===== src/rtl/ram_arbiter.sv =====
// rtl/ram_arbiter.sv - two-master RAM port arbiter, M0 priority with M1 starvation guard
module ram_arbiter #(
    parameter logic [3:0] STARVE_LIMIT = 4'd3
) (
    input  logic        CLK,
    input  logic        RST,
    input  logic        m0_req,
    input  logic [31:0] m0_addr,
    input  logic [31:0] m0_wdata,
    input  logic        m0_load,
    input  logic [2:0]  m0_load_ops,
    input  logic        m0_store,
    input  logic [2:0]  m0_store_ops,
    input  logic        m0_exception,
    output logic        m0_ack,
    output logic [31:0] m0_rdata,
    input  logic        m1_req,
    input  logic [31:0] m1_addr,
    input  logic [31:0] m1_wdata,
    input  logic        m1_load,
    input  logic [2:0]  m1_load_ops,
    input  logic        m1_store,
    input  logic [2:0]  m1_store_ops,
    output logic        m1_ack,
    output logic [31:0] m1_rdata,
    output logic [31:0] ram_addr,
    output logic [31:0] ram_w_data,
    output logic        ram_load,
    output logic [2:0]  ram_load_ops,
    output logic        ram_store,
    output logic [2:0]  ram_store_ops,
    output logic        ram_exception,
    input  logic [31:0] ram_r_data
);

    typedef enum logic [1:0] {IDLE, SVC0, SVC1} state_t;

    state_t     state;
    state_t     state_next;
    logic [3:0] starve_cnt;
    logic [3:0] starve_next;

    always_ff @(posedge CLK) begin
        if (RST) begin
            state      <= IDLE;
            starve_cnt <= 4'd0;
        end else begin
            state      <= state_next;
            starve_cnt <= starve_next;
        end
    end

    // Every grant is followed by one IDLE cycle, so a slot is always two cycles long.
    always_comb begin
        state_next  = IDLE;
        starve_next = starve_cnt;
        case (state)
            IDLE: begin
                if (m1_req && (!m0_req || starve_cnt == STARVE_LIMIT))
                    state_next = SVC1;
                else if (m0_req)
                    state_next = SVC0;
                else
                    state_next = IDLE;
            end
            SVC0: begin
                state_next = IDLE;
                if (!m1_req)
                    starve_next = 4'd0;
                else if (starve_cnt >= STARVE_LIMIT)
                    starve_next = STARVE_LIMIT;
                else
                    starve_next = starve_cnt + 4'd1;
            end
            SVC1: begin
                state_next  = IDLE;
                starve_next = 4'd0;
            end
            default: begin
                state_next  = IDLE;
                starve_next = 4'd0;
            end
        endcase
    end

    // Outputs are gated by RST so an access in flight during reset never commits or acks.
    always_comb begin
        ram_addr      = 32'd0;
        ram_w_data    = 32'd0;
        ram_load      = 1'b0;
        ram_load_ops  = 3'd0;
        ram_store     = 1'b0;
        ram_store_ops = 3'd0;
        ram_exception = 1'b0;
        m0_ack        = 1'b0;
        m1_ack        = 1'b0;
        if (!RST) begin
            case (state)
                SVC0: begin
                    ram_addr      = m0_addr;
                    ram_w_data    = m0_wdata;
                    ram_load      = m0_load & m0_req;
                    ram_load_ops  = m0_load_ops;
                    ram_store     = m0_store & m0_req;
                    ram_store_ops = m0_store_ops;
                    ram_exception = m0_exception;
                    m0_ack        = m0_req;
                end
                SVC1: begin
                    ram_addr      = m1_addr;
                    ram_w_data    = m1_wdata;
                    ram_load      = m1_load & m1_req;
                    ram_load_ops  = m1_load_ops;
                    ram_store     = m1_store & m1_req;
                    ram_store_ops = m1_store_ops;
                    m1_ack        = m1_req;
                end
                default: begin
                end
            endcase
        end
    end

    assign m0_rdata = m0_ack ? ram_r_data : 32'd0;
    assign m1_rdata = m1_ack ? ram_r_data : 32'd0;

endmodule


===== config.mk =====
export PLATFORM = sky130hd
export DESIGN_NAME = ram_arbiter
export DESIGN_NICKNAME = d
export VERILOG_FILES = /design/src/rtl/ram_arbiter.sv
export SDC_FILE = /design/constraint.sdc
export NUM_CORES = 1
export LEC_CHECK = 0
export CORE_AREA = 2 2 123 125
export DETAILED_ROUTE_END_ITERATION = 10
export DIE_AREA = 0 0 125 127
export HOLD_SLACK_MARGIN = 0.03
export SLEW_MARGIN = 20
export SYNTH_ARGS = -nofsm -noshare
export SYNTH_HDL_FRONTEND = slang
export SYNTH_SLANG_ARGS = --single-unit
export TNS_END_PERCENT = 50

===== constraint.sdc =====
create_clock -name CLK -period 1.4 [get_ports CLK]
set_input_delay 0.14 -clock CLK [delete_from_list [all_inputs] [get_ports CLK]]
set_output_delay 0.14 -clock CLK [all_outputs]
set_load 0.005 [all_outputs]

==> results.txt, run 1 <==
- Run status: complete, but fails checks
- Violated checks: setup timing
* Gr usage total: 17.3%
- Core region area: 14,400 sq um
- The die is 127 um tall.
* Placed Instances: 767
- During placement, the flow inserted port buffers numbering 319.
- Max capacitance violation total: 0
- Switching power: 620 uW
- Number of detailed-route iterations in the first pass: 4
- The net count of the finished layout is 812.
- At the placement stage, the worst setup path has a slack of -542 ps.
- Cell Int Power: 1.47 mW
- The worst setup path is captured at an output pin.
* Violation count after the first detailed-route iteration: 69
- The clock passes through at most 2 buffers.
- Yosys mapped the design onto 24 distinct sky130hd cell types.
- The number of antenna violations at the first check in global routing was 0.
- Synth Area in Compound Gates: 33.9%
- Count of endpoints failing setup in the final report: 139
- Die ar.: 15,900 sq um
* Final setup TNS: -43,680 ps
- Sink Count: 6
* Post-Syn Instances: 273
- The number of antenna diodes in the final layout is 0.
* Worst path buffer plus inverter count: 4
- Using the TritonRoute via totals, the vias-per-cell ratio works out to 4.47.
- Growth of design area from synthesis to finish: 284%
- Synth Area in Adders: 3.70%
- Syn Std Cell Area: 1690 sq um
- Summing the sequential cell areas from Yosys gives 7.10% of the chip area.
- Final critical-path required period: 1800 ps
- Startpoint types: register
* Setup Skew: 0.436 ps
- Xor and xnor area share after synthesis: 0%
* Crit path kind: reg -> out
* Wirelength per Cell: 18.8 um
- Crit-path most repeated cell: sky130_fd_sc_hd__buf_6
* Cell type of the slowest stage on the worst timing path: sky130_fd_sc_hd__dfxtp_4
- Final count of hold timing violations: 0
* Clock edge transition at the registers on the reported setup and hold paths: 30 ps
- Crit path max-delay family: buffers and inverters
- Traced cell by cell, the critical path runs through buf_6 -> ha_4 -> and3b_2 -> buf_6 -> buf_16 -> and2_4 -> buf_6.
* Multiplexer share of the synthesized area: 0%
* Global-route wire length before repair: 21.7 mm
- Dominant combinational cell family by area after synthesis: simple AND/OR/NAND/NOR gates
* Die width: 125 um
* Share of power burned in the clock network: 22.1%
- Clock root buffer master: sky130_fd_sc_hd__clkbuf_16
- Final critical-path share of the clock period: 129%
- Synthesized Nets: 459
- Dividing the synthesized area by the synthesized cell count gives 6.20 sq um.
- Entering global routing, the biggest net connects 27 pins.
* Unrepaired setup endpoints after global routing: true
* I/O pin total: 320
- In this run the number of H-tree levels came out at 1.
- In this run the power density over the cells is 322 nW/um^2.
- Sequential share of power: 8.8%
* Maximum ir drop on the vdd rail: 0.300 mV
- TritonCTS built the clock tree.
- Summed over all layers, the global routing overflow is 0.
- Non-filler instance count after layout: 808
* Total number of yosys warnings: 0
* Initial Utilization: 11.7%
- Cells with a size suffix above 1 make up 60.3% of the layout.
- Summed over all nets, the half-perimeter wirelength after detailed placement is 9.33 mm.
* Max Clock Freq: 555 MHz
- Post-CTS Hold Buffers: 0
- Leakage: 2.64 nW
* Max-slew headroom: 77.0%
- In this run the remaining antenna-violating nets after routing total 0.
* Filler Cells Inserted: 1,400
* Register bit total from synthesis: 6
- WL final: 15.2 mm
- DRC violation count after routing: 0
- PnR Total Power: 2.09 mW
- Across all setup checks in the final design, the least slack found is -402 ps.
* Via count of the routed design: 3,612
- Arrival @ worst endpoint: 1660 ps
* Data required time of the critical path: 1260 ps
* Cts bufs inserted: 3
* Count of final max-slew check failures: 0
- Routability-driven placement finished with a final weighted congestion of 0.831.
* Clock insertion delay at the later pin of the skew report: 230 ps
- Delay contributed by the slowest stage of the critical path: 350 ps
- Net switching is 29.7% of the power.
- For the pin with the worst max-slew slack, the measured transition is 337 ps.
* Worst Hold Class: reg -> reg
* Number of placement rows: 44
- Largest fanout of any net on the critical path: 8
- Summing the areas of all and, or, nand and nor instances in the mapped netlist gives 46.4% of the synthesized area.
- Vias in the first global route: 3,810
- In this run, the combinational gates consume 69.1% of the power.
## worst register-to-register path, delay by kind of cell, from the launching register on
kind	cells	cell delay (ps)
AOI/OAI and AO/OA	1	190
DFF	1	320
adders and majority gates	1	280
and+or+nand+nor	1	470
## state kept, by name, summed over array words and instances, names as in the netlist
signal / flops
starve_cnt: 4
state: 2
## power groups by stage
stage | clock [mW] | combinational, mW | sequential (mW)
CTS | 0.469 | 1.37 | 0.183
detailed placement | 0 | 0.984 | 0.184
global placement | 0 | 0.974 | 0.184
floorplan | 0 | 0.242 | 0.183
finish | 0.463 | 1.44 | 0.183
global route | 0.479 | 1.52 | 0.184
## cell type report
type | count | area, sq um | area share, %
Timing Repair Buffer | 378 | 3960 | 61.0
Clock buffer | 3 | 75.1 | 1.16
Tap cell | 184 | 230 | 3.55
Multi-Input combinational cell | 233 | 2080 | 32.1
Inverter | 4 | 20.0 | 0.308
Sequential cell | 6 | 128 | 1.97
## metrics by stage
| step | hold WS, ps | utilization (%) | instance area [sq um] |
|---|---|---|---|
| 6_report | 494 | 45.0 | 6490 |
| 5_1_grt | 538 | 45.0 | 6490 |
| 4_1_cts | 487 | 43.1 | 6220 |
| 3_5_place_dp | 475 | 36.3 | 5230 |
| 3_3_place_gp | 473 | 36.3 | 5230 |
| 2_1_floorplan | 223 | - | 1690 |
## kinds of logic after synthesis
family          count (synthesis)
compound gates                 77
fa+ha+maj                       5
buf+inv                        34
flops                           6
simple gates                  151
## worst paths after layout
path | from | end | slack [ps] | depth (start not counted)
worst max-delay path | state[0] | m0_rdata[5] | -400 | 7
worst min-delay path | starve_cnt[1] | starve_cnt[1] | 490 | 1
worst max register to register | starve_cnt[0] | starve_cnt[1] | 30 | 3
worst min register to register | starve_cnt[1] | starve_cnt[1] | 490 | 1
## layer usage
metal	part of all wire (%)	GRT usage, %
met5	0	0
met4	2.0	4.97
met1	39	19.7
met3	6.9	3.27
met2	52	32.6
## cells in the mapped netlist
cell type / number / area share, %
sky130_fd_sc_hd__buf_4: 1 / 0.44
sky130_fd_sc_hd__inv_1: 4 / 0.89
sky130_fd_sc_hd__and2_2: 1 / 0.44
sky130_fd_sc_hd__ha_1: 5 / 3.7
sky130_fd_sc_hd__dfxtp_1: 6 / 7.1
sky130_fd_sc_hd__nand3b_1: 1 / 0.44
sky130_fd_sc_hd__or4_1: 1 / 0.44
sky130_fd_sc_hd__nor4bb_1: 1 / 0.59
sky130_fd_sc_hd__and2_1: 65 / 24
sky130_fd_sc_hd__nand2b_1: 1 / 0.37
sky130_fd_sc_hd__a2111oi_0: 1 / 0.52
sky130_fd_sc_hd__or3b_2: 1 / 0.52
sky130_fd_sc_hd__a22oi_1: 70 / 31
sky130_fd_sc_hd__buf_2: 12 / 3.6
sky130_fd_sc_hd__and3b_1: 3 / 1.6
sky130_fd_sc_hd__nand3_1: 4 / 1.2
sky130_fd_sc_hd__a21oi_1: 4 / 1.2
sky130_fd_sc_hd__nor2b_1: 2 / 0.74
sky130_fd_sc_hd__nor4b_1: 1 / 0.52
sky130_fd_sc_hd__clkbuf_1: 13 / 2.9
sky130_fd_sc_hd__o211a_1: 1 / 0.59
sky130_fd_sc_hd__clkbuf_2: 4 / 1.2
sky130_fd_sc_hd__nor2_1: 70 / 16
sky130_fd_sc_hd__a22o_1: 1 / 0.52
## placed cells by master (no fill, tap or decap), drive strengths merged
cell type	instances
a2111oi	1
or4	1
nor2b	2
and2	66
a22oi	70
nor4b	1
nand3b	1
clkdlybuf4s15	11
o211a	1
nand2b	1
ha	5
clkdlybuf4s50	180
inv	4
nor4bb	1
or3b	1
buf	161
dfxtp	6
nand3	4
nor2	70
clkbuf	26
and3b	3
a21oi	4
bufbuf	3
a22o	1
## timing repair
action | 4_1_cts | 5_1_grt
gates resized for setup | 605 | 180
gates cloned | 21 | 2
setup endpoints to repair | 139 | 140
pin swaps | 55 | 38
buffers inserted | 16 | 1
No activity file was read; power rests on OpenSTA's default activity.
==> run 2: changes to the inputs <==
--- a/config.mk
+++ b/config.mk
@@ -5,6 +5,7 @@
 export SDC_FILE = /design/constraint.sdc
 export NUM_CORES = 1
 export LEC_CHECK = 0
+export ABC_CLOCK_PERIOD_IN_PS = 1400
 export CORE_AREA = 2 2 123 125
 export DETAILED_ROUTE_END_ITERATION = 10
 export DIE_AREA = 0 0 125 127
==> results of run 2 <==
The final DEF is identical to that of run 1; final timing and power are the same.
==> run 3: changes to the inputs <==
--- a/config.mk
+++ b/config.mk
@@ -10,7 +10,6 @@
 export DETAILED_ROUTE_END_ITERATION = 10
 export DIE_AREA = 0 0 125 127
 export HOLD_SLACK_MARGIN = 0.03
-export SLEW_MARGIN = 20
 export SYNTH_ARGS = -nofsm -noshare
 export SYNTH_HDL_FRONTEND = slang
 export SYNTH_SLANG_ARGS = --single-unit
==> results of run 3 <==
The final DEF is identical to that of run 1; final timing and power are the same.
